==> src/rtl/pipeline_ifr_buffer.sv <==
// Instruction-fetch-ready buffer: a DEPTH-entry FIFO between IFP and decode that
// selects each fetched instruction from one of NCH channels and back-pressures on not-ready channels.
module pipeline_ifr_buffer #(
  parameter int              XLEN  = 64,
  parameter int              ILEN  = 32,
  parameter int              NCH   = 2,
  parameter int              DEPTH = 4,
  parameter logic [ILEN-1:0] NOP   = 32'h00000013,
  localparam int             CHW   = (NCH > 1) ? $clog2(NCH) : 1,
  localparam int             PW    = $clog2(DEPTH),
  localparam int             CW    = PW + 1
) (
  input  logic                clk,
  input  logic                reset,
  input  logic                flush,
  input  logic                req_valid,
  input  logic [XLEN-1:0]     req_pc,
  input  logic [CHW-1:0]      req_ch,
  output logic                req_ready,
  input  logic [NCH*ILEN-1:0] ch_dout,
  input  logic [NCH-1:0]      ch_ready,
  output logic                out_valid,
  output logic [XLEN-1:0]     out_pc,
  output logic [ILEN-1:0]     out_instr,
  output logic                out_err,
  input  logic                out_ready,
  output logic [CW-1:0]       count,
  output logic [31:0]         wait_cycles
);

  localparam int EW = XLEN + ILEN + 1;

  logic [ILEN-1:0] w_ch_data [NCH];

  genvar gi;
  generate
    for (gi = 0; gi < NCH; gi++) begin : g_ch_unpack
      assign w_ch_data[gi] = ch_dout[gi*ILEN +: ILEN];
    end
  endgenerate

  logic            w_legal;
  logic            w_rdy;
  logic [ILEN-1:0] w_data;

  // An index with no matching channel is illegal: it reads as zero and never stalls.
  always_comb begin
    w_legal = 1'b0;
    w_rdy   = 1'b1;
    w_data  = '0;
    for (int i = 0; i < NCH; i++) begin
      if (req_ch == CHW'(i)) begin
        w_legal = 1'b1;
        w_rdy   = ch_ready[i];
        w_data  = w_ch_data[i];
      end
    end
  end

  logic [EW-1:0] r_mem [DEPTH];
  logic [PW-1:0] r_wr_ptr;
  logic [PW-1:0] r_rd_ptr;
  logic [CW-1:0] r_count;
  logic [31:0]   r_wait;
  logic          r_out_valid;
  logic [XLEN-1:0] r_out_pc;
  logic [ILEN-1:0] r_out_instr;
  logic          r_out_err;

  logic          w_not_full;
  logic          w_pop;
  logic          w_push;
  logic [EW-1:0] w_wr_entry;
  logic [PW-1:0] w_rd_next;
  logic [CW-1:0] w_count_next;
  logic [EW-1:0] w_head_next;
  logic          w_wait_inc;

  assign w_not_full = (r_count != CW'(DEPTH));
  assign w_pop      = r_out_valid && out_ready && !flush;
  assign req_ready  = w_rdy && !flush && (w_not_full || w_pop);
  assign w_push     = req_valid && req_ready;
  assign w_wr_entry = {req_pc, w_data, !w_legal};
  assign w_rd_next  = r_rd_ptr + PW'(w_pop);

  always_comb begin
    w_count_next = r_count;
    if (flush) begin
      w_count_next = '0;
    end else begin
      case ({w_push, w_pop})
        2'b10:   w_count_next = r_count + CW'(1);
        2'b01:   w_count_next = r_count - CW'(1);
        default: w_count_next = r_count;
      endcase
    end
  end

  // Head is read from the post-update read pointer; bypass the write when the
  // entry being pushed becomes the head in the same cycle.
  always_comb begin
    w_head_next = r_mem[w_rd_next];
    if (w_push && (r_wr_ptr == w_rd_next)) begin
      w_head_next = w_wr_entry;
    end
  end

  assign w_wait_inc = req_valid && w_legal && !w_rdy && !flush && (r_wait != 32'hFFFF_FFFF);

  always_ff @(posedge clk) begin
    if (w_push) begin
      r_mem[r_wr_ptr] <= w_wr_entry;
    end
  end

  always_ff @(posedge clk or posedge reset) begin
    if (reset) begin
      r_wr_ptr <= '0;
      r_rd_ptr <= '0;
      r_count  <= '0;
      r_wait   <= '0;
    end else begin
      if (w_wait_inc) begin
        r_wait <= r_wait + 32'd1;
      end
      r_count <= w_count_next;
      if (flush) begin
        r_wr_ptr <= '0;
        r_rd_ptr <= '0;
      end else begin
        r_wr_ptr <= r_wr_ptr + PW'(w_push);
        r_rd_ptr <= w_rd_next;
      end
    end
  end

  always_ff @(posedge clk or posedge reset) begin
    if (reset) begin
      r_out_valid <= 1'b0;
      r_out_pc    <= '0;
      r_out_instr <= NOP;
      r_out_err   <= 1'b0;
    end else if (flush || (w_count_next == '0)) begin
      r_out_valid <= 1'b0;
      r_out_pc    <= '0;
      r_out_instr <= NOP;
      r_out_err   <= 1'b0;
    end else begin
      r_out_valid <= 1'b1;
      r_out_pc    <= w_head_next[EW-1 -: XLEN];
      r_out_instr <= w_head_next[ILEN:1];
      r_out_err   <= w_head_next[0];
    end
  end

  assign out_valid   = r_out_valid;
  assign out_pc      = r_out_pc;
  assign out_instr   = r_out_instr;
  assign out_err     = r_out_err;
  assign count       = r_count;
  assign wait_cycles = r_wait;

endmodule

==> config.mk <==
export PLATFORM = sky130hd
export DESIGN_NAME = pipeline_ifr_buffer
export DESIGN_NICKNAME = d
export VERILOG_FILES = /design/src/rtl/pipeline_ifr_buffer.sv
export SDC_FILE = /design/constraint.sdc
export NUM_CORES = 1
export LEC_CHECK = 0
export ABC_AREA = 0
export CAP_MARGIN = 20
export CORE_UTILIZATION = 60
export CTS_BUF_LIST = sky130_fd_sc_hd__clkbuf_8
export CTS_CLUSTER_DIAMETER = 200
export DETAILED_ROUTE_END_ITERATION = 8
export DONT_BUFFER_PORTS = 1
export HOLD_SLACK_MARGIN = 0.15
export PLACE_DENSITY_LB_ADDON = 0.25
export SYNTH_ARGS = -nofsm -noshare
export SYNTH_HDL_FRONTEND = slang
export SYNTH_SLANG_ARGS = --single-unit
==> constraint.sdc <==
create_clock -name clk -period 10.8 [get_ports clk]
set_input_delay 1.62 -clock clk [delete_from_list [all_inputs] [get_ports clk]]
set_output_delay 1.62 -clock clk [all_outputs]
set_load 0.01 [all_outputs]
After elaboration in Yosys (flattened, before gate mapping)
Memory sizes are Yosys's and may differ from the RTL's.
Cells that the tools add are included.
W data, S select, Z words.
{"block": "word_totals", "in_bits": 136, "ff_bits": 137, "mem_count": 1, "ramBits": 384, "out_inout_bits": 134, "word_cells": 46}
{"block": "op_classes", "eq_ne": 5, "add_sub_neg": 5, "n_reduce_logical": 14, "mux": 13}
{"name": "r_mem", "words": 4, "word_bits": 96, "read_ports": 1, "rd_ports_with_merged_regs": 0, "write_ports": 1, "line_no": "60", "source": "logic [EW-1:0] r_mem [DEPTH];"}
{"cell": "$mux W97", "count": 1}
{"cell": "$mux W32", "count": 2}
{"cell": "$mux W64", "count": 1}
{"cell": "$add A32 B1 Y32 const B", "count": 1}
{"cell": "$ne A32 B32 Y1 const B", "count": 1}
{"cell": "$logic_and A1 B1 Y1", "count": 9}
{"cell": "$pmux W3 S2", "count": 1}
{"cell": "$mux W1", "count": 5}
{"cell": "$add A2 B1 Y2", "count": 2}
{"cell": "$mux W2", "count": 2}
{"cell": "$add A3 B1 Y3 const B", "count": 1}
{"cell": "$logic_not A3 Y1", "count": 1}
{"cell": "$mux W3", "count": 1}
{"cell": "$ne A3 B3 Y1 const B", "count": 1}
{"cell": "$sub A3 B1 Y3 const B", "count": 1}
{"cell": "$eq A2 B1 Y1 const B", "count": 1}
{"cell": "$eq A2 B2 Y1", "count": 1}
{"cell": "$eq A2 B2 Y1 const B", "count": 1}
{"cell": "$logic_not A1 Y1", "count": 2}
{"cell": "$logic_or A1 B1 Y1", "count": 2}

Longest topological paths before layout
Gate-level depths: netlist of run 1.
{"block": "depth", "word_depth": 11, "depth_mapped": 13, "ltp_nobuf": 10}

Least setup slack after synthesis of run 1
No wires, ideal clock.
{"block": "synth_path", "path_kind": "in2reg", "from": "input port req_ch", "to": "memory r_mem[2][0] (netlist bit) (enable)", "t_arrival_ns": 9.402, "n_path_buf": 1, "cell_stages": 5, "setup_time_ns": 0.688, "required_time_ns": 10.112, "setup_slack_ns": 0.710, "path_cell_list": "buf_4 mux2i_2 a311oi_4 inv_1 nor3b_1"}
{"block": "synth_via", "elab_chain_len": 6}
{"item": "start, declared", "line_no": "18", "source": "input logic [CHW-1:0] req_ch,"}
{"item": "$mux W1", "line_no": "52", "source": "if (req_ch == CHW'(i)) begin"}
{"item": "$logic_and A1 B1 Y1 (2 in series)", "line_no": "81", "source": "assign req_ready = w_rdy && !flush && (w_not_full || w_pop);"}
{"item": "$logic_and A1 B1 Y1", "line_no": "82", "source": "assign w_push = req_valid && req_ready;"}
{"item": "$mux W1", "line_no": "111", "source": "if (w_push) begin"}
{"item": "$mux W1 (implied by the code)", "line_no": "112", "source": "r_mem[r_wr_ptr] <= w_wr_entry;"}
{"item": "end, declared", "line_no": "60"}
No other way between the ends.

Final worst setup path of run 1
{"block": "layout_path", "from": "input port flush", "to": "output port req_ready"}
{"block": "layout_via", "elab_chain_len": 4, "word_cells_on_any_way": 5, "classes_between": "5 x reduce/logical"}
{"item": "start, declared", "line_no": "15", "source": "input logic flush,"}
{"item": "$logic_not A1 Y1 (*)", "line_no": "80, 81"}
{"item": "$logic_and A1 B1 Y1", "line_no": "80", "source": "assign w_pop = r_out_valid && out_ready && !flush;"}
{"item": "$logic_or A1 B1 Y1", "line_no": "81"}
{"item": "$logic_and A1 B1 Y1 (*)", "line_no": "81"}
{"item": "end, declared", "line_no": "19", "source": "output logic req_ready,"}
Mark *: on every way between the ends. The rest lies on a longest branch, timed or not.

==> metrics.cfg, run 1 <==
[drt]
ant_nets = 0
routed_wl_um = 40100
drc = 0
vias = 10100
vias_per_cell = 5.95
routedWlPerCell_um = 23.6
first_pass_iters = 5
drtIter0Drc = 787

[timing]
hold_slack_ps = 557
max_slew_margin_pct = 22.9
finalCritPeriodShare_pct = 41.5
fmax_mhz = 223
finalHoldViolCount = 0
setup_viol = 0
finalMaxSlewViolations = 0
fin_crit_ps = 4480
tightest_slew_ps = 1150
rsz0062_at_grt = no
clock_skew_ps = 21.2
tns_ps = 0

[worst_setup_path]
slowest_delay_ps = 1010
crit_path_start_kind = input port
cp_slowest_cell = a311oi_1
worstRegToRegCells = 11
cp.arrival_ps = 2860
cp_num_cells = 2
path_cells = nand3b_1 -> a311oi_1
required_ps = 9180
path_buf_inv = 0
critPathCaptureType = output pin
cpLargestDelayFamily = compound AO/OA/AOI/OAI gates
cp_max_fo = 11
path_class = input port to output pin

[layout]
final_net_count = 1328
n_antenna_cell = 0
layout-drive-gt1-share_pct = 22.0
area_growth_pct = 10.5

[global_routing]
grt_max_degree = 77
grt_pass1_wl_um = 60900
grt_usage_pct = 24.3
antenna_found_initial = 0
grt-ovfl-total = 0
grt_pass1_vias = 10600

[synth]
netlist_top_cells_area = edfxtp_1 (58%), dfrtp_1 (17%), mux4_2 (11%)
synth-seq-cells = 520
yosysMostFrequentCell = edfxtp_1
synth_cell_types = 39
synthArstFlopShare_pct = 26.2
yosysSeqAreaShare_pct = 74.6
synth-edff-count = 384
synthTopCellsByCount = edfxtp_1 (384), nand2_1 (208), dfrtp_1 (133)
synthFlopType = edfxtp_1
netlist_instances = 1147
yosys_warnings = 0
yosys.area.top_type = edfxtp_1
avgSynthCellArea_um2 = 17.5
syn-cell-area_um2 = 20000
synth_top_cell_area_share_pct = 57.6
synth_nets = 1288

[clock_tree]
path_clk_slew_ps = 60
cts.htree.levels = 3
numCtsBuffers = 82
clock-sinks = 520
ctsHoldBuffers = 0
cts_tree = yes
ctsResizeCount = 0
cts_buffer_depth = 3
cts_setup_buffers = 0
clk_latency_ps = 620
root_buffer = clkbuf_8

[placed_design]
place.gp.congestion = 0.771
dp.final_hpwl_um = 22400
portBuffers = 0

[pwr]
cellLeakagePower_nw = 7.97
pwr_density_cell_nw_per_um2 = 187
vdd_drop_max_uv = 129

[min_path]
hp-class = flop to flop
whs_path_depth = 1

[die]
die_h_um = 185
dieWidth_um = 185
rows = 66
die-area_um2 = 34100
start_util_pct = 61.2
core_area_um2 = 32700
io-pin-count = 270

[run_status]
outcome = complete, no violations

[run]
drv_cap = 0

-- metal layers --
metal,global-route usage (%),part of all wire [%],vias up
met4,7.80,1.9,0
met3,7.75,9.1,59
met5,0,0,-
met1,31.5,40,5215
li1,-,-,4433
met2,39.4,49,377
-- path summary, 6_finish.rpt --
kind | start | end | slack (ps)
max | flush | req_ready | 6320
min | wait_cycles[23] | wait_cycles[23] | 560
max reg2reg | count[0] | out_instr[0] | 7170
min reg2reg | wait_cycles[23] | wait_cycles[23] | 560
max in group asynchronous | reset | out_pc[48] | 8710
min in group asynchronous | reset | out_pc[15] | 960
-- cell type report --
class / count / area [um2]
sequential: 520 / 14900
fill: 2176 / 10600
timing repair buffer: 18 / 155
multi-input combinational: 558 / 4810
clock buffer: 99 / 1360
tap: 442 / 553
clock inverter: 51 / 267
inverter: 7 / 31.3
-- metrics by stage --
stage / setup WS [ps] / cell area (um2) / power [mW] / std cells / util (%)
global route: 6330 / 22100 / 4.29 / 1695 / 67.6
CTS: 6410 / 22100 / 4.18 / 1694 / 67.5
floorplan: 710 / 20000 / 2.50 / 1147 / -
global placement: 6210 / 20500 / 2.56 / 1544 / 62.6
finish: 6320 / 22100 / 4.14 / 1695 / 67.6
detailed placement: 6080 / 20500 / 2.57 / 1544 / 62.6
-- cell usage in the layout (no fill, tap or decap), types with 11 or more instances in the layout --
cell type  count
a21oi_1       94
buf_4         17
clkbuf_8      99
dfrtp_1      133
edfxtp_1     384
inv_1         37
mux2_2        34
mux4_2        96
nand2_1      208
nand3_1       11
nand4_1       11
xnor2_1       23
xor2_1        11
-- logic make-up after synthesis --
group	after synthesis	synth area share, %
adder cells (fa/ha/maj)	5	0.350
AO/OA/AOI/OAI	100	2.69
buffers and inverters	69	1.71
multiplexers	132	12.8
flip-flops	520	74.6
AND/OR/NAND/NOR	285	6.20
XOR/XNOR	35	1.57
other	1	0.0187
-- power breakdown --
part	leakage, nW	switching (mW)	internal (mW)	total [mW]
logic	1.70	0.148	0.0984	0.246
clock network	0.952	0.736	0.878	1.61
registers	5.31	0.0607	2.22	2.28
-- state kept, by name, indices dropped and copies added (netlist names) --
name and count:
r_mem 384, out_pc 64, out_instr 32, wait_cycles 32, count 3, r_rd_ptr 2, r_wr_ptr 2, out_valid 1
(Power assumes the default switching activity.)
==> inputs of run 2 (changes only) <==
- clock period: 10.8 -> 4.35 ns (I/O delays scaled with it)
==> run 2 against run 1 <==
Against the previous run:
- critical path depth rose by 9
- via count rose by 4.2%
- design area rose by 3.3%
- largest power group unchanged
- combinational power rose to 2.8 times the previous value
- flip-flop and latch count did not move
- register-to-register slack got worse by 6200 ps
- total power rose by 150%
- final cell count rose by 4.5%
- die area did not move
- clock power rose by 140%
==> metrics.cfg, run 2 (synthesized netlist as in run 1, its figures left out) <==
[run_status]
outcome = complete, no violations

[pwr]
pwr-share-seq_pct = 55.2
pwr_density_cell_nw_per_um2 = 449
power.switching_mw = 2.40
cellLeakagePower_nw = 8.26
pwr-share-clk_pct = 38.0
power_frac_comb_pct = 6.8
internal_power_mw = 7.86
switching_share_pct = 23.4
total_power_mw = 10.3
vdd_drop_max_uv = 296

[layout]
largest_register_ffs = 384
layout-drive-gt1-share_pct = 21.1
most-common-layout-cells = edfxtp_1 (384), nand2_1 (208), dfrtp_1 (133)
fin_util_pct = 69.8
area_growth_pct = 14.1
final_net_count = 1396
layout_commonest_cell = edfxtp_1
fin_area_um2 = 22800
nFillCells = 2103
top_register = r_mem

[drt]
drc = 0
routed_wl_um = 41400
met1Wirelength_um = 16100
wl_met2_um = 20600
dr_wl_met3_um = 3760
ant_nets = 0
routedWlPerCell_um = 23.4
top_layer = met4
drtIter0Drc = 759
first_pass_iters = 5
vias_per_cell = 5.93
vias = 10500

[timing]
max_slew_margin_pct = 33.2
fmax_mhz = 293
fin_crit_ps = 3410
rsz0062_at_grt = no
finalMaxSlewViolations = 0
setup_slack_ps = 939
tns_ps = 0
tightest_slew_ps = 995
clock_skew_ps = 14.3
finalCritPeriodShare_pct = 78.4
setup_viol = 0
finalHoldViolCount = 0

[worst_setup_path]
slowest_delay_ps = 500
path_class = flop to flop
cp_slowest_cell = a311oi_4
cp_max_fo = 97
crit_path_start_kind = flop
path_cells = nand3b_1 -> a311oi_4 -> inv_2 -> ha_1 -> fa_1 -> xnor2_1 -> or3_1 -> a21oi_1 -> nor3_4 -> buf_12 -> nand3b_1
cp.arrival_ps = 3950
cpMostUsedCell = nand3b_1
worstRegToRegCells = 11
required_ps = 4890
critPathCaptureType = flop

[placed_design]
place_ws_ps = 673
dp.final_hpwl_um = 22400
place.gp.congestion = 0.757
portBuffers = 0
dpl_cell_area_um2 = 20600

[die]
dieWidth_um = 185
start_util_pct = 61.2
die_h_um = 185
die-area_um2 = 34100
io-pin-count = 270
rows = 66
core_area_um2 = 32700

[min_path]
whs_path_depth = 2
hp-class = input port to flop

[clock_tree]
cts.htree.levels = 3
clock-sinks = 520
cts_buffer_depth = 3
cts_tree = yes
clk_latency_ps = 620
numCtsBuffers = 82
path_clk_slew_ps = 60
root_buffer = clkbuf_8

[global_routing]
grt_pass1_wl_um = 63400
grt_usage_pct = 25.2
grt-ovfl-total = 0
antenna_found_initial = 4
grt_max_degree = 98
grt_pass1_vias = 10900

[run]
drv_cap = 0

run 2: layout make-up:
class	count	area, um2	share of cell area [%]
diodes	5	12.5	0.0548
well taps	442	553	2.42
clock inverters	59	288	1.26
clock buffers	95	1310	5.73
flip-flops and latches	520	14900	65.4
inverters	7	31.3	0.137
repair buffers	86	888	3.89
multi-input cells	558	4820	21.1
run 2: worst paths after layout:
check | slack [ps] | startpoint | endpoint
max in group asynchronous | 2660 | reset | out_instr[1]
max reg2reg | 940 | out_valid | out_instr[0]
max | 940 | out_valid | out_instr[0]
min reg2reg | 550 | wait_cycles[21] | wait_cycles[21]
min | 220 | req_pc[22] | out_pc[22]
min in group asynchronous | 740 | reset | out_pc[51]
run 2: critical path, delay by kind of cell (launching register included):
kind | cells | cell delay (ps)
fa+ha+maj | 2 | 650
compound gates | 2 | 790
buf+inv | 2 | 380
simple gates | 4 | 870
xor+xnor | 1 | 160
flops | 1 | 420
run 2: what timing repair did:
action | CTS | global route
setup buffers | 0 | 0
hold buffers | 66 | 1
resized for setup | 0 | 0
hold endpoints to repair | 410 | 1
run 2: through the flow:
stage,cells,hold WS (ps)
2_1_floorplan,1147,515
3_3_place_gp,1546,536
3_5_place_dp,1546,551
4_1_cts,1766,154
5_1_grt,1771,169
6_report,1772,224
run 2: routing by layer:
metal	vias up	track usage (%)
met3	73	7.96
met1	5429	32.5
met2	425	40.4
met5	-	0
li1	4581	-
met4	0	9.75
run 2: power groups by stage:
| stage | sequential [mW] | clock [mW] | combinational (mW) |
|---|---|---|---|
| floorplan | 5.72 | 0 | 0.481 |
| global placement | 5.76 | 0 | 0.607 |
| detailed placement | 5.76 | 0 | 0.620 |
| CTS | 5.66 | 3.99 | 0.705 |
| global route | 5.67 | 4.21 | 0.768 |
| finish | 5.66 | 3.90 | 0.699 |
==> inputs of run 3 (changes only) <==
- clock period: 4.35 -> 3.55 ns (I/O delays scaled with it)
==> run 3 against run 2 <==
Against the previous run:
- routed wire length shrank 1.9%
- die area unchanged
- fmax rose by 8.1%
- global-route usage shrank 0.63 points
- final cell count is 0.28% lower
- worst setup slack got worse by 540 ps
- register-to-register slack lost 540 ps
- critical path depth is the same
- clock power up 19%
==> metrics.cfg, run 3 (synthesized netlist as in run 1, its figures left out) <==
[run_status]
outcome = complete, no violations

[worst_setup_path]
r2r_end = out_instr[1]
crit_path_start_kind = flop
cp_max_fo = 62
cp-startpoint = count[0]
rr_startpoint = count[0]
endpoint = out_instr[1]
cp.arrival_ps = 3690
critPathCaptureType = flop
path_cells = nor2_1 -> a311oi_4 -> inv_2 -> ha_1 -> fa_1 -> xnor2_1 -> or3_1 -> a21oi_1 -> nor3_4 -> buf_12 -> nand3b_1
cp_slowest_cell = dfrtp_1
rrSetupSlack_ps = 400
worstRegToRegCells = 11
required_ps = 4080
path_class = flop to flop
slowest_delay_ps = 550

[timing]
finalMaxSlewViolations = 0
tns_ps = 0
setup_slack_ps = 395
finalCritPeriodShare_pct = 88.9
tightest_slew_ps = 954
finalHoldViolCount = 0
clock_skew_ps = 19.9
fin_crit_ps = 3150
setup_viol = 0
rsz0062_at_grt = no
fmax_mhz = 317
max_slew_margin_pct = 36.0

[drt]
first_pass_iters = 5
routedWlPerCell_um = 23.0
drtIter0Drc = 712
vias_per_cell = 5.86
drc = 0
vias = 10400
ant_nets = 0
routed_wl_um = 40600

[die]
rows = 66
core_area_um2 = 32700
io-pin-count = 270
dieWidth_um = 185
die-area_um2 = 34100
die_h_um = 185
start_util_pct = 61.2

[layout]
fin_util_pct = 70.1
final_net_count = 1399
most-common-layout-cells = edfxtp_1 (384), nand2_1 (208), dfrtp_1 (133)
final_cells = 1767
regArea_um2 = 14900
nFillCells = 2086
layout-drive-gt1-share_pct = 20.9
multi_input_area_um2 = 4830
largest_register_ffs = 384
layout_commonest_cell = edfxtp_1
top_register = r_mem
n_antenna_cell = 0
fin_area_um2 = 22900
area_growth_pct = 14.5

[global_routing]
grt-ovfl-total = 0
grt_pass1_vias = 10900
grt_pass1_wl_um = 61700
antenna_found_initial = 1
grt_usage_pct = 24.6
grt_max_degree = 98

[min_path]
hp-class = input port to flop

[clock_tree]
ctsResizeCount = 0
cts_buffer_depth = 3
root_buffer = clkbuf_8
cts_tree = yes
clk_latency_ps = 610
cts.htree.levels = 3
clock-sinks = 520
path_clk_slew_ps = 60
numCtsBuffers = 81

[pwr]
cellLeakagePower_nw = 8.29
pwr_density_cell_nw_per_um2 = 543
vdd_drop_max_uv = 438

[placed_design]
place.gp.congestion = 0.734
dpl_cell_area_um2 = 20700
place_ws_ps = 327
portBuffers = 0
place_inst = 1550
dp.final_hpwl_um = 22800

[run]
drv_cap = 0

==> run 3: cell types whose count changed in the layout (fill, tap and decap cells not counted), sizes merged <==
cell         delta
dlygate4sd3     -1
clkbuf          -2
clkinvlp        -1
clkinv          +2
buf             +5
diode           -5
inv             -3
==> run 3: area by class of cell <==
cell class | count | share of cell area, %
Inverter | 7 | 0.131
Tap cell | 442 | 2.41
Clock buffer | 93 | 5.58
Timing Repair Buffer | 90 | 4.54
Sequential cell | 520 | 65.2
Clock inverter | 57 | 1.13
Multi-Input combinational cell | 558 | 21.0
==> run 3: worst min-delay path by stage <==
stage | cells past startpoint | from | end
CTS | 1 | ch_dout[30] | r_mem[3][30]
detailed placement | 1 | wait_cycles[21] | wait_cycles[21]
global route | 1 | ch_dout[30] | r_mem[1][30]
global placement | 1 | wait_cycles[21] | wait_cycles[21]
finish | 1 | ch_dout[24] | r_mem[2][24]
floorplan | 1 | wait_cycles[23] | wait_cycles[23]
==> run 3: critical path: cells and delay by family, from the launching register on <==
family                   cells  cell delay [ps]
AO/OA/AOI/OAI                2              620
flip-flops                   1              550
buffers and inverters        2              350
XOR/XNOR                     1              140
adder cells (fa/ha/maj)      2              630
AND/OR/NAND/NOR              4              750
==> run 3: timing repair <==
action	CTS	global route
endpoints found under the setup margin	0	0
hold buffers	66	0
endpoints found under the hold margin	369	0
buffers inserted	0	0
==> run 3: metal layers <==
metal | vias up | track usage [%] | wire length (um)
met3 | 44 | 7.57 | 3240
met2 | 360 | 41.4 | 21000
met1 | 5358 | 30.9 | 15800
met4 | 2 | 7.21 | 582
li1 | 4596 | - | -
met5 | - | 0 | 9
==> run 3: through the flow <==
| step | hold WS (ps) | power [mW] |
|---|---|---|
| after floorplan | 515 | 7.60 |
| after global placement | 540 | 7.83 |
| after detailed placement | 541 | 7.84 |
| after CTS | 165 | 12.6 |
| after global routing | 173 | 12.9 |
| final | 223 | 12.4 |
==> run 3: where the power goes <==
| part | internal [mW] | switching (mW) | leakage [nW] |
|---|---|---|---|
| logic | 0.375 | 0.508 | 2.06 |
| clock network | 2.46 | 2.17 | 0.917 |
| registers | 6.75 | 0.185 | 5.31 |
